**config.mk**
```make
export PLATFORM = sky130hd
export DESIGN_NAME = i2c_byte_master_flat
export DESIGN_NICKNAME = d
export VERILOG_FILES = /design/src/rtl/i2c_byte_master_if.sv /design/src/rtl/i2c_byte_master.sv /design/src/flat_wrapper.sv
export SDC_FILE = /design/constraint.sdc
export NUM_CORES = 1
export LEC_CHECK = 0
export CORE_ASPECT_RATIO = 1.4
export CORE_MARGIN = 2
export CORE_UTILIZATION = 57
export CTS_BUF_LIST = sky130_fd_sc_hd__clkbuf_4
export DETAILED_ROUTE_END_ITERATION = 6
export PLACE_DENSITY = 0.87
export SYNTH_ARGS = -nofsm -noshare
export SYNTH_HDL_FRONTEND = slang
export SYNTH_SLANG_ARGS = --single-unit
```
**constraint.sdc**
```tcl
create_clock -name clk_in -period 2.5 [get_ports clk_in]
set_input_delay 0.375 -clock clk_in [delete_from_list [all_inputs] [get_ports clk_in]]
set_output_delay 0.375 -clock clk_in [all_outputs]
set_load 0.02 [all_outputs]
```
**src/rtl/i2c_byte_master_if.sv**
```systemverilog
// Command and bus-pin bundle for the I2C byte master.
// master = the byte master itself, slave = command source / bus model side.
interface i2c_byte_master_if;
  logic       cmd_valid;
  logic       cmd_ready;
  logic [7:0] cmd_data;
  logic       cmd_start;
  logic       cmd_stop;
  logic       done;
  logic       ack_n;
  logic       busy;
  logic       scl_o;
  logic       sda_o;
  logic       sda_i;
  logic [2:0] dbg_state;

  // Handshake: a command transfers on the clk_in posedge where cmd_valid and
  // cmd_ready are both high; cmd_valid while cmd_ready is low is ignored.
  modport master (
    input  cmd_valid, cmd_data, cmd_start, cmd_stop, sda_i,
    output cmd_ready, done, ack_n, busy, scl_o, sda_o, dbg_state
  );

  modport slave (
    output cmd_valid, cmd_data, cmd_start, cmd_stop, sda_i,
    input  cmd_ready, done, ack_n, busy, scl_o, sda_o, dbg_state
  );
endinterface

```
**src/rtl/i2c_byte_master.sv**
```systemverilog
// Byte-level I2C write master: optional START, 8 data bits MSB first, ACK sample,
// optional STOP. Every SCL bit is four quarters of QDIV clk_in cycles.
module i2c_byte_master #(
  parameter int unsigned QDIV = 5
) (
  input  logic              clk_in,
  input  logic              rst,
  i2c_byte_master_if.master bus
);

  typedef enum logic [2:0] {
    S_IDLE  = 3'd0,
    S_START = 3'd1,
    S_BIT   = 3'd2,
    S_ACK   = 3'd3,
    S_STOP  = 3'd4,
    S_HOLD  = 3'd5
  } state_t;

  state_t     state_q, state_d;
  logic [7:0] cnt_q, cnt_d;
  logic [1:0] qtr_q, qtr_d;
  logic [2:0] bit_q, bit_d;
  logic [7:0] data_q, data_d;
  logic       stop_q, stop_d;
  logic       hold_q, hold_d;
  logic       ack_q, ack_d;
  logic       done_q, done_d;
  logic       scl_q, scl_d;
  logic       sda_q, sda_d;
  logic       tick;
  logic       ready;

  assign ready = (state_q == S_IDLE) || (state_q == S_HOLD);
  assign tick  = (cnt_q == 8'(QDIV - 1));

  always_comb begin
    state_d = state_q;
    cnt_d   = cnt_q;
    qtr_d   = qtr_q;
    bit_d   = bit_q;
    data_d  = data_q;
    stop_d  = stop_q;
    hold_d  = hold_q;
    ack_d   = ack_q;
    done_d  = 1'b0;
    scl_d   = 1'b1;
    sda_d   = 1'b1;

    if (ready) begin
      if (bus.cmd_valid) begin
        data_d  = bus.cmd_data;
        stop_d  = bus.cmd_stop;
        hold_d  = (state_q == S_HOLD);
        cnt_d   = '0;
        qtr_d   = '0;
        bit_d   = '0;
        // From IDLE the bus is closed, so a START is always required.
        state_d = (bus.cmd_start || state_q == S_IDLE) ? S_START : S_BIT;
      end
    end else begin
      cnt_d = tick ? 8'd0 : cnt_q + 8'd1;
      if (tick) qtr_d = qtr_q + 2'd1;
      if (tick && state_q == S_ACK && qtr_q == 2'd2) ack_d = bus.sda_i;
      if (tick && qtr_q == 2'd3) begin
        case (state_q)
          S_START: state_d = S_BIT;
          S_BIT: begin
            if (bit_q == 3'd7) state_d = S_ACK;
            else bit_d = bit_q + 3'd1;
          end
          S_ACK: begin
            state_d = stop_q ? S_STOP : S_HOLD;
            done_d  = !stop_q;
          end
          S_STOP: begin
            state_d = S_IDLE;
            done_d  = 1'b1;
          end
          default: state_d = S_IDLE;
        endcase
      end
    end

    // Pin levels decoded from the next state so they are registered with it.
    case (state_d)
      S_START: begin
        scl_d = (qtr_d == 2'd0) ? !hold_d : 1'b1;
        sda_d = !qtr_d[1];
      end
      S_BIT: begin
        scl_d = qtr_d[1];
        sda_d = data_d[3'd7 - bit_d];
      end
      S_ACK: begin
        scl_d = qtr_d[1];
        sda_d = 1'b1;
      end
      S_STOP: begin
        scl_d = (qtr_d != 2'd0);
        sda_d = qtr_d[1];
      end
      S_HOLD: begin
        scl_d = 1'b0;
        sda_d = 1'b1;
      end
      default: begin
        scl_d = 1'b1;
        sda_d = 1'b1;
      end
    endcase
  end

  always_ff @(posedge clk_in or posedge rst) begin
    if (rst) begin
      state_q <= S_IDLE;
      cnt_q   <= '0;
      qtr_q   <= '0;
      bit_q   <= '0;
      data_q  <= '0;
      stop_q  <= 1'b0;
      hold_q  <= 1'b0;
      ack_q   <= 1'b1;
      done_q  <= 1'b0;
      scl_q   <= 1'b1;
      sda_q   <= 1'b1;
    end else begin
      state_q <= state_d;
      cnt_q   <= cnt_d;
      qtr_q   <= qtr_d;
      bit_q   <= bit_d;
      data_q  <= data_d;
      stop_q  <= stop_d;
      hold_q  <= hold_d;
      ack_q   <= ack_d;
      done_q  <= done_d;
      scl_q   <= scl_d;
      sda_q   <= sda_d;
    end
  end

  assign bus.cmd_ready = ready;
  assign bus.busy      = !ready;
  assign bus.done      = done_q;
  assign bus.ack_n     = ack_q;
  assign bus.scl_o     = scl_q;
  assign bus.sda_o     = sda_q;
  assign bus.dbg_state = state_q;

endmodule

```
**src/flat_wrapper.sv**
```systemverilog
// flat-port wrapper written by rule: the top's interface ports become plain ports
module i2c_byte_master_flat 
#(
  parameter int unsigned QDIV = 5
)
  (clk_in, rst, bus_cmd_valid, bus_cmd_data, bus_cmd_start, bus_cmd_stop, bus_sda_i, bus_cmd_ready, bus_done, bus_ack_n, bus_busy, bus_scl_o, bus_sda_o, bus_dbg_state);
  i2c_byte_master_if bus_i ();
  input  logic clk_in;
  input  logic rst;
  input wire logic [$bits(bus_i.cmd_valid)-1:0] bus_cmd_valid;
  input wire logic [$bits(bus_i.cmd_data)-1:0] bus_cmd_data;
  input wire logic [$bits(bus_i.cmd_start)-1:0] bus_cmd_start;
  input wire logic [$bits(bus_i.cmd_stop)-1:0] bus_cmd_stop;
  input wire logic [$bits(bus_i.sda_i)-1:0] bus_sda_i;
  output wire logic [$bits(bus_i.cmd_ready)-1:0] bus_cmd_ready;
  output wire logic [$bits(bus_i.done)-1:0] bus_done;
  output wire logic [$bits(bus_i.ack_n)-1:0] bus_ack_n;
  output wire logic [$bits(bus_i.busy)-1:0] bus_busy;
  output wire logic [$bits(bus_i.scl_o)-1:0] bus_scl_o;
  output wire logic [$bits(bus_i.sda_o)-1:0] bus_sda_o;
  output wire logic [$bits(bus_i.dbg_state)-1:0] bus_dbg_state;
  assign bus_i.cmd_valid = bus_cmd_valid;
  assign bus_i.cmd_data = bus_cmd_data;
  assign bus_i.cmd_start = bus_cmd_start;
  assign bus_i.cmd_stop = bus_cmd_stop;
  assign bus_i.sda_i = bus_sda_i;
  assign bus_cmd_ready = bus_i.cmd_ready;
  assign bus_done = bus_i.done;
  assign bus_ack_n = bus_i.ack_n;
  assign bus_busy = bus_i.busy;
  assign bus_scl_o = bus_i.scl_o;
  assign bus_sda_o = bus_i.sda_o;
  assign bus_dbg_state = bus_i.dbg_state;
  i2c_byte_master #(.QDIV(QDIV)) u_core (.clk_in(clk_in), .rst(rst), .bus(bus_i));
endmodule
```
Yosys cells after proc, flatten, opt, wreduce, memory -nomap -nowiden
Index checks and enable logic that the tools add are counted.

$add $sub $neg: 4. Bitwise operators: 1. $lt $le $gt $ge: 1. Equal/unequal tests: 15. Multiplexer cells: 30. Reduce and logical (&&, ||, !) cells: 15.

Operators with widths (count): $mux 8 (5); $mux 3 (9); $eq 3x3->1 const B (5); $eq 3x2->1 const B (4); $pmux 3 s3 (1); $add 8x1->8 const B (1); $eq 8x3->1 const B (1); $mux 2 (4); $mux 1 (7); $eq 3x1->1 const B (2); $eq 2x2->1 const B (2); $logic_not 1->1 (4); $lt 3x4->1 const B (1); $pmux 1 s4 (1); $reduce_and 2->1 (2); $add 3x1->3 const B (1); $bmux 1 s3 (1); $logic_and 1x1->1 (3); $logic_not 3->1 (1); $pmux 1 s3 (1); $sub 3x3->3 const A (1); $add 2x1->2 const B (1); $logic_not 2->1 (1); $logic_or 1x1->1 (2); 5 further kinds (5).

Bits in registers: 30. Output and inout port bits: 9. Bits of input ports: 14.

Logic depth before layout (Yosys ltp)
Gate-level depths: netlist of run 1.

Word-level depth: 9. Gate-level depth with buffers: 9.

Worst setup path before layout of run 1
OpenSTA, ideal clock, no wires.

Path type: register to register. Start: register u_core.cnt_q[0]. End: register u_core.sda_q, in the netlist u_core.bus.sda_o. Cell stages (with the launch flop): 9. Arrival: 2124 ps. Setup time: 80 ps. Data required time: 2420 ps. Clock period less this slack: 2204 ps. Path buffers: 0. Slack: 296 ps. Path through: dfrtp_1 inv_1 ha_1 nor4b_4 o2111ai_1 or2_1 a21oi_2 mux2_2 a32oi_2.

Elaborated cells on any way between the ends: 16. Classes of those cells: add/sub (1); eq/ne (4); mux (9); reduce/logical (2).

RTL lines: from (decl) (line i2c_byte_master.sv:21) `logic [7:0] cnt_q, cnt_d;`; from (signal assigned) (line i2c_byte_master.sv:129) `cnt_q <= cnt_d;`; $eq 8x3->1 * (line i2c_byte_master.sv:35) `assign tick = (cnt_q == 8'(QDIV - 1));`; $mux 2 * (line i2c_byte_master.sv:63) `if (tick) qtr_d = qtr_q + 2'd1;`; $mux 2 * (line i2c_byte_master.sv:50) `if (ready) begin`; via u_core.qtr_d[1] (line i2c_byte_master.sv:22) `logic [1:0] qtr_q, qtr_d;`; $logic_not 1->1 (line i2c_byte_master.sv:89) `sda_d = !qtr_d[1];`; $pmux 1 s3 * (line i2c_byte_master.sv:86) `case (state_d)`; via u_core.sda_d (line i2c_byte_master.sv:30) `logic sda_q, sda_d;`; to (signal assigned) (line i2c_byte_master.sv:126) `sda_q <= 1'b1;`; to (signal assigned) (line i2c_byte_master.sv:138) `sda_q <= sda_d;`; to (decl) (line i2c_byte_master.sv:30).

The timed path passes the listed nets; every way through them passes the cells marked *. The select of a mux whose other input is x is not followed. A chain may end at the register's enable or synchronous reset.

Worst setup path after layout of run 1
Start: register u_core.cnt_q[0]. End: register u_core.sda_q, in the netlist u_core.bus.sda_o.

Cells in the longest elaborated chain, start to end: 8. Elaborated cells on any way between the ends: 16. Classes of those cells: add/sub (1); eq/ne (4); mux (9); reduce/logical (2).

Ends and longest elaborated chain: $eq 8x3->1 * (line i2c_byte_master.sv:35); $logic_and 1x1->1 (line i2c_byte_master.sv:65) `if (tick && qtr_q == 2'd3) begin`; $mux 3 (line i2c_byte_master.sv:65); $mux 3 (line i2c_byte_master.sv:50); $sub 3x3->3 (line i2c_byte_master.sv:93) `sda_d = data_d[3'd7 - bit_d];`; $bmux 1 s3 (line i2c_byte_master.sv:93); $mux 1 (not written as such) (line i2c_byte_master.sv:93); $pmux 1 s3 * (line i2c_byte_master.sv:86); via u_core.sda_d (line i2c_byte_master.sv:30).

Marked as above.

==> summary.txt, run 1 <==
Logic synthesis
  • Asr flop ratio synth: 100.0%
  • Largest family of logic cells by synthesized area: simple AND/OR/NAND/NOR gates
  • Synth Area in Compound Gates: 16.42%
  • Warnings, synthesis: 0
  • Net Count, Synth: 192
  • Simple-gate portion of the synthesized area: 22.37%
  • Ys flop type: dfrtp_1
  • Synth Area in Adders: 3.584%
  • Post-Syn Area: 1745 um2
  • XOR/XNOR share of the synthesized area: 1.935%
  • EDFF count, synth: 0
  • Post-synthesis mux area share: 8.889%
  • Post-synthesis sequential area ratio: 43.23%
  • Post-Syn Instances: 173
  • Post-Syn Area per Cell: 10.09 um2
  • Synth cell types: 50
  • Post-synthesis register bit count: 30

Clock network
  • Number of buffers created by CTS: 5
  • Clock transition at path regs: 90 ps
  • Clk Latency, worst-skew pair: 330 ps
  • CTS tree: yes
  • Htree depth: 2
  • CTS Sinks: 30
  • # hold bufs at CTS: 0
  • Root Driver: clkbuf_4
  • Clock tree buffer depth: 2

Final layout
  • Layout area overhead: 20.29%
  • Share of layout cells above drive strength 1: 17.56%
  • Filler Cells Inserted: 218
  • Post-layout util: 72.23%
  • Final nets: 223
  • N_diodes: 0

Die
  • FP Rows: 23
  • DIE HEIGHT: 69.48 um
  • Core Region: 2907 um2
  • Starting density of the core: 60.05%
  • IO Pins: 23
  • Die width: 50.77 um
  • DIE AREA: 3527 um2

Routing
  • # DRC: 0
  • Total number of vias: 1453
  • Final WL: 3984 um
  • 1st-iter DRT viols: 42
  • Drt pass-1 iters: 4
  • Antenna Violating Nets Remaining: 0
  • Vias per cell: 6.004
  • Drt wl/cell: 16.46 um

Placement
  • Post-DP HPWL: 3042 um
  • Port bufs: 22
  • Routability cong.: 0.8980

Worst setup path
  • Worst R2R End: u_core.bus.sda_o
  • Worst path required time: 2760 ps
  • Startpoint Class: register
  • Arr. time, crit path: 2530 ps
  • WS Path Type: register to register
  • Reg2reg setup slack: 220 ps
  • RR Startpoint: u_core.cnt_q[0]
  • Max FO, Critical Path: 8
  • Worst r2r path cells: 9
  • CP Capture Type: register

Global routing
  • Initial antenna violation count: 0
  • First-pass GRT wire length: 6644 um
  • GR Util All Layers: 25.02%
  • Vias in the first global route: 1449
  • Grt total ovfl: 0
  • Largest net degree at the start of global routing: 31

Timing
  • Peak Freq: 439.2 MHz
  • Tcrit/Tclk final: 91.06%
  • Final min period: 2277 ps
  • Hold Fails Final Rpt: 0
  • Setup TNS: 0 ps
  • RSZ-0062 raised after global routing: no
  • Clock skew after layout: 6.915 ps
  • Slew @ Worst Pin: 476.1 ps
  • Slew margin rel.: 68.19%
  • Max-slew violations: 0
  • Final setup viols: 0

Power and ir drop
  • Maximum VDD drop: 656.8 uV
  • Leakage: 0.0008965 uW
  • PwrDens: 1055 nW/um2
  • Design Power: 2215 uW

Run status
  • Status: finished clean

Run
  • Max cap viols: 0

Hold path
  • Tightest Hold Check Type: input pin to async pin
worst max-delay path: stages (launching register included):
cell and delay (ps):
dfrtp_1 430, inv_1 80, ha_1 140, nor4b_4 200
buf_4 210, nand2_2 120, a211oi_2 380, and3b_1 220
mux2_2 270, a32oi_2 140
cells in the mapped netlist, types with 2 or more instances:
master     number  area, um2
nor2b_1         4      25.02
a21oi_1         3      15.01
ha_1            5      62.56
a2bb2oi_1       2      17.52
xnor2_1         2      17.52
mux2_2          8      90.09
o31ai_1         2      15.01
and3_1          3      18.77
nand2_1        18      67.56
nor3_1          2      10.01
a31oi_1         2      12.51
nand3_1         9      45.04
dfstp_2         3      78.83
buf_2           2      10.01
mux2i_1         4      40.04
and3b_1         3      26.28
or2_1           2      12.51
nor3b_1         2      15.01
nand2b_1        4      25.02
o21ai_0        17      85.08
nor2_1         11      41.29
dfrtp_1        27      675.7
inv_1          11      41.29
how the worst max path moves through the flow:
stage,from,endpoint,slack [ps]
after CTS,u_core.bus.dbg_state[0],bus_busy,10
after detailed placement,bus_cmd_valid,u_core.bus.sda_o,130
after global placement,bus_cmd_valid,u_core.bus.sda_o,200
after floorplan,u_core.cnt_q[0],u_core.bus.sda_o,300
after global routing,u_core.cnt_q[0],u_core.bus.sda_o,100
final,u_core.cnt_q[0],u_core.bus.sda_o,220
cell type report:
type	instances	area, um2	share of cell area, %
inverters	11	41.29	1.967
well taps	37	46.29	2.205
repair buffers	27	272.8	12.99
flip-flops and latches	30	757.0	36.05
clock buffers	6	45.04	2.145
clock inverters	2	8.758	0.4172
multi-input cells	129	928.4	44.22
cell families (layout without fill, tap and decap cells):
group | Yosys count | count (layout)
and+or+nand+nor | 69 | 69
AOI/OAI and AO/OA | 38 | 38
DFF | 30 | 30
muxes | 14 | 14
buffers and inverters | 14 | 46
adders and majority gates | 5 | 5
xor gates and xnor gates | 3 | 3
per-layer routing:
metal | part of all wire (%) | wire [um] | track usage [%]
met5 | 0 | 0 | 0
met4 | 1.5 | 58 | 8.108
met3 | 4.3 | 172 | 6.466
met2 | 57 | 2253 | 46.35
met1 | 38 | 1499 | 26.67
what timing repair did:
| action | 4_1_cts | 5_1_grt |
|---|---|---|
| setup buffers | 0 | 0 |
| gates resized for setup | 0 | 3 |
| setup endpoints to repair | 0 | 1 |
cells in the final DEF, fill, tap and decap left out, types with 4 or more instances in the layout:
master           instances
buf_4                    4
clkbuf_4                 6
clkdlybuf4s50_1         21
dfrtp_1                 25
ha_1                     5
inv_1                   11
mux2_2                   8
mux2i_1                  4
nand2_1                 18
nand2b_1                 4
nand3_1                  9
nor2_1                  11
nor2b_1                  4
o21ai_0                 17
report_power, final:
part	switching [uW]	total [uW]	internal, uW
Clock	161	277	116
Sequential	213	919	706
Combinational	521	1020	497
state kept, by name, indices dropped and copies added, names as in the netlist:
| signal | flops |
|---|---|
| u_core.bus.scl_o | 1 |
| u_core.cnt_q | 8 |
| u_core.qtr_q | 2 |
| u_core.data_q | 8 |
| u_core.bus.done | 1 |
| u_core.bit_q | 3 |
| u_core.bus.ack_n | 1 |
| u_core.hold_q | 1 |
| u_core.bus.sda_o | 1 |
| u_core.bus.dbg_state | 3 |
| u_core.stop_q | 1 |
through the flow:
stage | hold slack (ps) | setup slack (ps) | cells | instance area [um2]
final | 409.6 | 223.4 | 242 | 2100
after global routing | 456.8 | 96.09 | 242 | 2100
after CTS | 409.4 | 13.54 | 242 | 2095
after detailed placement | 471.9 | 129.7 | 234 | 2041
after global placement | 468.8 | 195.9 | 234 | 2041
after floorplan | 445.0 | 295.9 | 173 | 1745
Power figures use the tool's default switching activity.
==> run 2, diff against run 1 <==
--- a/config.mk
+++ b/config.mk
@@ -10,6 +10,7 @@
 export CORE_UTILIZATION = 57
 export CTS_BUF_LIST = sky130_fd_sc_hd__clkbuf_4
 export DETAILED_ROUTE_END_ITERATION = 6
+export GPL_TIMING_DRIVEN = 0
 export PLACE_DENSITY = 0.87
 export SYNTH_ARGS = -nofsm -noshare
 export SYNTH_HDL_FRONTEND = slang
==> run 2 against run 1 <==
Against the previous run:
- worst hold slack gained 73 ps
- non-clock buffer count grew 1
- total power grew 0.64%
- utilization shrank 0.26 points
- sequential power shrank 2.9%
- maximum frequency shrank 1.3%
- design area shrank 0.36%
- wire length shrank 1.7%
- first-iteration DRC count shrank 2.4%
- die area is the same
- combinational power is essentially flat
- cell count grew 0.41%
- critical endpoint unchanged
- highest routed layer unchanged
==> summary.txt, run 2 (same netlist as run 1, synthesis figures left out) <==
Run status
  • Status: finished clean

Timing
  • Final setup viols: 0
  • Final min period: 2307 ps
  • Clock skew after layout: 5.057 ps
  • Setup TNS: 0 ps
  • Hold Fails Final Rpt: 0
  • Slew @ Worst Pin: 1139 ps
  • RSZ-0062 raised after global routing: no
  • Slew margin rel.: 23.98%
  • Min Hold Slack: 482.5 ps
  • Final WS setup: 193.3 ps
  • Tcrit/Tclk final: 92.27%
  • Max-slew violations: 0
  • Peak Freq: 433.5 MHz

Run
  • Max cap viols: 0

Final layout
  • Biggest regs: u_core.cnt_q x8, u_core.data_q x8
  • Most frequent cells in the layout: dfrtp_1, clkdlybuf4s50_1, nand2_1, o21ai_0
  • Layout area overhead: 19.86%
  • N_diodes: 0
  • Final nets: 224
  • Most common cell after layout, fill and taps aside: dfrtp_1
  • Share of layout cells above drive strength 1: 17.48%

Global routing
  • M3 GR Usage: 6.034%
  • First-pass GRT wire length: 6831 um
  • Gr busiest metal: met2
  • Met2 GRT Util: 47.08%
  • GR Util All Layers: 25.83%
  • Vias in the first global route: 1512
  • Initial antenna violation count: 0
  • Largest net degree at the start of global routing: 31
  • GR Util met1: 26.13%
  • Grt total ovfl: 0

Routing
  • 1st-iter DRT viols: 41
  • Drt wl/cell: 16.12 um
  • Vias per cell: 5.934
  • Final WL: 3916 um
  • # DRC: 0
  • Total number of vias: 1442
  • Antenna Violating Nets Remaining: 0
  • Drt pass-1 iters: 4

Worst setup path
  • Max FO, Critical Path: 6
  • WS Path Type: register to register
  • RR Startpoint: u_core.cnt_q[0]
  • CP Capture Type: register
  • Worst r2r path cells: 9
  • Reg2reg setup slack: 190 ps
  • Startpoint Class: register
  • Worst path required time: 2760 ps
  • Arr. time, crit path: 2570 ps
  • Worst R2R End: u_core.bus.sda_o

Clock network
  • CTS Sinks: 30
  • Root Driver: clkbuf_4
  • Number of buffers created by CTS: 5
  • Clock tree buffer depth: 2
  • Clk Latency, worst-skew pair: 340 ps
  • CTS tree: yes
  • Clock transition at path regs: 100 ps
  • # hold bufs at CTS: 0
  • Htree depth: 2

Power and ir drop
  • Maximum VDD drop: 660.6 uV
  • PwrDens: 1065 nW/um2
  • Leakage: 0.0008953 uW

Hold path
  • Tightest Hold Check Type: register to register
  • Hold path start: u_core.data_q[4]
  • Hold-critical path depth: 2
  • Worst Hold Path EP: u_core.data_q[4]

Placement
  • Post-DP HPWL: 2948 um
  • Post-place setup slack: -121.9 ps
  • Port bufs: 22
  • Routability cong.: 0.8961

Die
  • Die width: 50.77 um
  • DIE HEIGHT: 69.48 um
  • Starting density of the core: 60.05%
  • IO Pins: 23
  • Core Region: 2907 um2
  • DIE AREA: 3527 um2
  • FP Rows: 23
-- run 2: through the flow --
step	power, uW	cells	util, %	cell area [um2]
floorplan	1608	173	-	1745
global placement	1845	232	69.22	2012
detailed placement	1906	232	69.22	2012
CTS	2235	243	71.85	2088
global route	2394	243	71.98	2092
finish	2229	243	71.98	2092
-- run 2: where the power goes --
group,switching (uW),internal (uW),total (uW)
sequential,188,704,892
clock,179,104,283
combinational,530,524,1050
-- run 2: repair_timing --
item	CTS	global route
setup buffers	3	0
endpoints found under the setup margin	1	1
resized for setup	0	2
cloned	0	0
-- run 2: how the worst max path moves through the flow --
| stage | slack (ps) | from | depth (start not counted) | endpoint |
|---|---|---|---|---|
| detailed placement | -120 | bus_cmd_valid | 8 | u_core.bus.sda_o |
| CTS | 70 | u_core.bus.dbg_state[2] | 4 | bus_busy |
| global placement | -90 | bus_cmd_valid | 8 | u_core.bus.sda_o |
| finish | 190 | u_core.cnt_q[0] | 9 | u_core.bus.sda_o |
| floorplan | 300 | u_core.cnt_q[0] | 8 | u_core.bus.sda_o |
| global route | 80 | u_core.cnt_q[0] | 9 | u_core.bus.sda_o |
-- run 2: area by class of cell --
cell class | instances | area, um2
Buffer | 3 | 21.27
Clock inverter | 3 | 16.27
Timing Repair Buffer | 25 | 245.2
Sequential cell | 30 | 755.7
Multi-Input combinational cell | 129 | 928.4
Clock buffer | 5 | 37.54
Inverter | 11 | 41.29
Tap cell | 37 | 46.29
Fill cell | 224 | 814.5
-- run 2: critical path: stages, from the launching register on --
cell and delay [ps]:
dfrtp_1 430, inv_1 70, ha_1 150, nor4b_4 250
buf_4 200, nand2_2 120, a211oi_2 370, and3b_1 220
mux2_2 270, a32oi_2 150
-- run 2: layer usage --
layer | wire [um] | up-vias
li1 | - | 685
met1 | 1474 | 694
met2 | 2189 | 51
met3 | 157 | 12
met4 | 94 | 0
met5 | 0 | -
==> run 3, diff against run 2 <==
--- a/config.mk
+++ b/config.mk
@@ -5,13 +5,14 @@
 export SDC_FILE = /design/constraint.sdc
 export NUM_CORES = 1
 export LEC_CHECK = 0
+export CAP_MARGIN = 40
 export CORE_ASPECT_RATIO = 1.4
 export CORE_MARGIN = 2
 export CORE_UTILIZATION = 57
 export CTS_BUF_LIST = sky130_fd_sc_hd__clkbuf_4
 export DETAILED_ROUTE_END_ITERATION = 6
 export GPL_TIMING_DRIVEN = 0
-export PLACE_DENSITY = 0.87
+export PLACE_DENSITY = 0.93
 export SYNTH_ARGS = -nofsm -noshare
 export SYNTH_HDL_FRONTEND = slang
 export SYNTH_SLANG_ARGS = --single-unit
==> run 3 against run 2 <==
Against the previous run:
- clock power up 34%
- cell count unchanged
- design area up 1.9%
- critical path depth down 5
- critical endpoint is now bus_busy
- count of clock-buffer cells in the layout unchanged
- wire length down 1.9%
- via count down 1.0%
- register-to-register slack better by 30 ps
- die area unchanged
- total power up 5.0%
- maximum frequency down 3.3%
==> summary.txt, run 3 (same netlist as run 1, synthesis figures left out) <==
Run
  • Max cap viols: 0

Final layout
  • Share of layout cells above drive strength 1: 17.96%
  • Design area: 2132 um2
  • Post-layout util: 73.35%
  • N_diodes: 0
  • Most common cell after layout, fill and taps aside: dfrtp_1
  • Biggest regs: u_core.cnt_q x8, u_core.data_q x8
  • Most frequent cells in the layout: dfrtp_1, clkdlybuf4s50_1, nand2_1, o21ai_0
  • Final nets: 224
  • Layout area overhead: 22.15%

Die
  • Core Region: 2907 um2
  • FP Rows: 23
  • Die width: 50.77 um
  • DIE HEIGHT: 69.48 um
  • IO Pins: 23
  • DIE AREA: 3527 um2
  • Starting density of the core: 60.05%

Clock network
  • Clk Latency, worst-skew pair: 350 ps
  • Clock transition at path regs: 110 ps
  • # hold bufs at CTS: 0
  • CTS tree: yes
  • Htree depth: 2
  • Clock tree buffer depth: 2
  • Root Driver: clkbuf_4
  • Number of buffers created by CTS: 5
  • CTS Sinks: 30

Worst setup path
  • Arr. time, crit path: 2010 ps
  • Slowest cell delay on critical path: 640 ps
  • Worst path required time: 2120 ps
  • WP buf/inv: 2
  • Crit-path cells: xor2_4 -> nor2_1 -> inv_1 -> clkdlybuf4s50_1
  • WS Path Type: register to output pin
  • Startpoint Class: register
  • CP Capture Type: output pin
  • Max FO, Critical Path: 7
  • Crit-path leading delay family: buffers and inverters
  • Slowest CP cell: clkdlybuf4s50_1

Timing
  • Tcrit/Tclk final: 95.40%
  • Setup TNS: 0 ps
  • Peak Freq: 419.3 MHz
  • Final setup viols: 0
  • Hold Fails Final Rpt: 0
  • Slew margin rel.: 60.57%
  • RSZ-0062 raised after global routing: no
  • Clock skew after layout: 15.30 ps
  • Slew @ Worst Pin: 590.9 ps
  • Final min period: 2385 ps
  • Max-slew violations: 0

Global routing
  • First-pass GRT wire length: 6755 um
  • Initial antenna violation count: 0
  • Grt total ovfl: 0
  • Largest net degree at the start of global routing: 17
  • Vias in the first global route: 1577
  • GR Util All Layers: 25.49%

Power and ir drop
  • Leakage: 0.0009164 uW
  • Seq pwr share: 38.8%
  • Clock group share of total power: 16.2%
  • Switching Fraction: 38.79%
  • Maximum VDD drop: 673.4 uV
  • PwrDens: 1098 nW/um2
  • Switching power: 908.1 uW
  • Combinational Power Share: 45.0%
  • P_int: 1433 uW

Routing
  • Total number of vias: 1427
  • Vias per cell: 5.872
  • DR WL met2: 2120 um
  • Met1 wire length: 1350 um
  • Final WL: 3840 um
  • # DRC: 0
  • 1st-iter DRT viols: 60
  • Drt wl/cell: 15.80 um
  • Antenna Violating Nets Remaining: 0
  • Top sig layer: met4
  • Met3 WL: 205 um
  • Drt pass-1 iters: 4

Placement
  • Area after DPL: 2027 um2
  • Post-DP HPWL: 2913 um
  • Port bufs: 22
  • Routability cong.: 0.8749

Hold path
  • Tightest Hold Check Type: input pin to async pin

Run status
  • Status: finished clean
run 3: cell types whose count changed in the layout (fill, tap and decap cells not counted), sizes merged:
cell | previous run | this run
bufinv | 0 | 1
clkdlybuf4s50 | 21 | 22
clkinvlp | 1 | 0
dlymetal6s2s | 1 | 0
run 3: layout make-up:
cell class,count,area (um2)
Timing Repair Buffer,25,250.2
Clock inverter,3,40.04
Fill cell,196,774.5
Inverter,11,41.29
Buffer,3,21.27
Multi-Input combinational cell,129,939.7
Clock buffer,5,37.54
Tap cell,37,46.29
Sequential cell,30,755.7
run 3: final timing paths:
check / startpoint / endpoint / slack, ps / depth (start not counted)
max: u_core.bus.dbg_state[0] / bus_busy / 120 / 4
min: rst / u_core.qtr_q[1] / 380 / 2
max reg2reg: u_core.cnt_q[0] / u_core.bus.sda_o / 220 / 8
min reg2reg: u_core.data_q[0] / u_core.data_q[0] / 490 / 2
max in group asynchronous: rst / u_core.bus.scl_o / 1520 / 3
min in group clk_in: u_core.data_q[0] / u_core.data_q[0] / 490 / 2
run 3: layer usage:
metal	up-vias	track usage [%]
met1	681	26.32
met3	17	6.681
li1	681	-
met4	0	14.41
met2	48	45.03
met5	-	0
run 3: power by group through the flow:
stage,clock (uW),combinational [uW],sequential (uW)
floorplan,0,712,897
global placement,0,960,883
detailed placement,0,1000,908
CTS,384,1040,898
global route,407,1170,942
finish,379,1050,909
run 3: what timing repair did:
action | in CTS | in global routing
resized for setup | 0 | 2
setup buffers | 2 | 0
endpoints found under the hold margin | 0 | 0
endpoints found under the setup margin | 1 | 1
pin swaps | 0 | 0
run 3: worst register-to-register path: stages (launching register included):
cell       delay, ps
dfrtp_1          430
inv_1             70
ha_1             160
nor4b_4          250
o2111ai_1        280
or2_1            290
a21oi_2          220
mux2_2           370
a32oi_2          150
run 3: stage by stage:
step                hold slack [ps]  std cells  total power [uW]  setup WS [ps]
CTS                           396.7        243              2325          13.38
finish                        377.9        243              2341          115.1
detailed placement            466.5        233              1911         -85.12
global placement              460.7        232              1843         -58.35
floorplan                     445.0        173              1608          295.9
global route                  424.9        243              2517          22.60
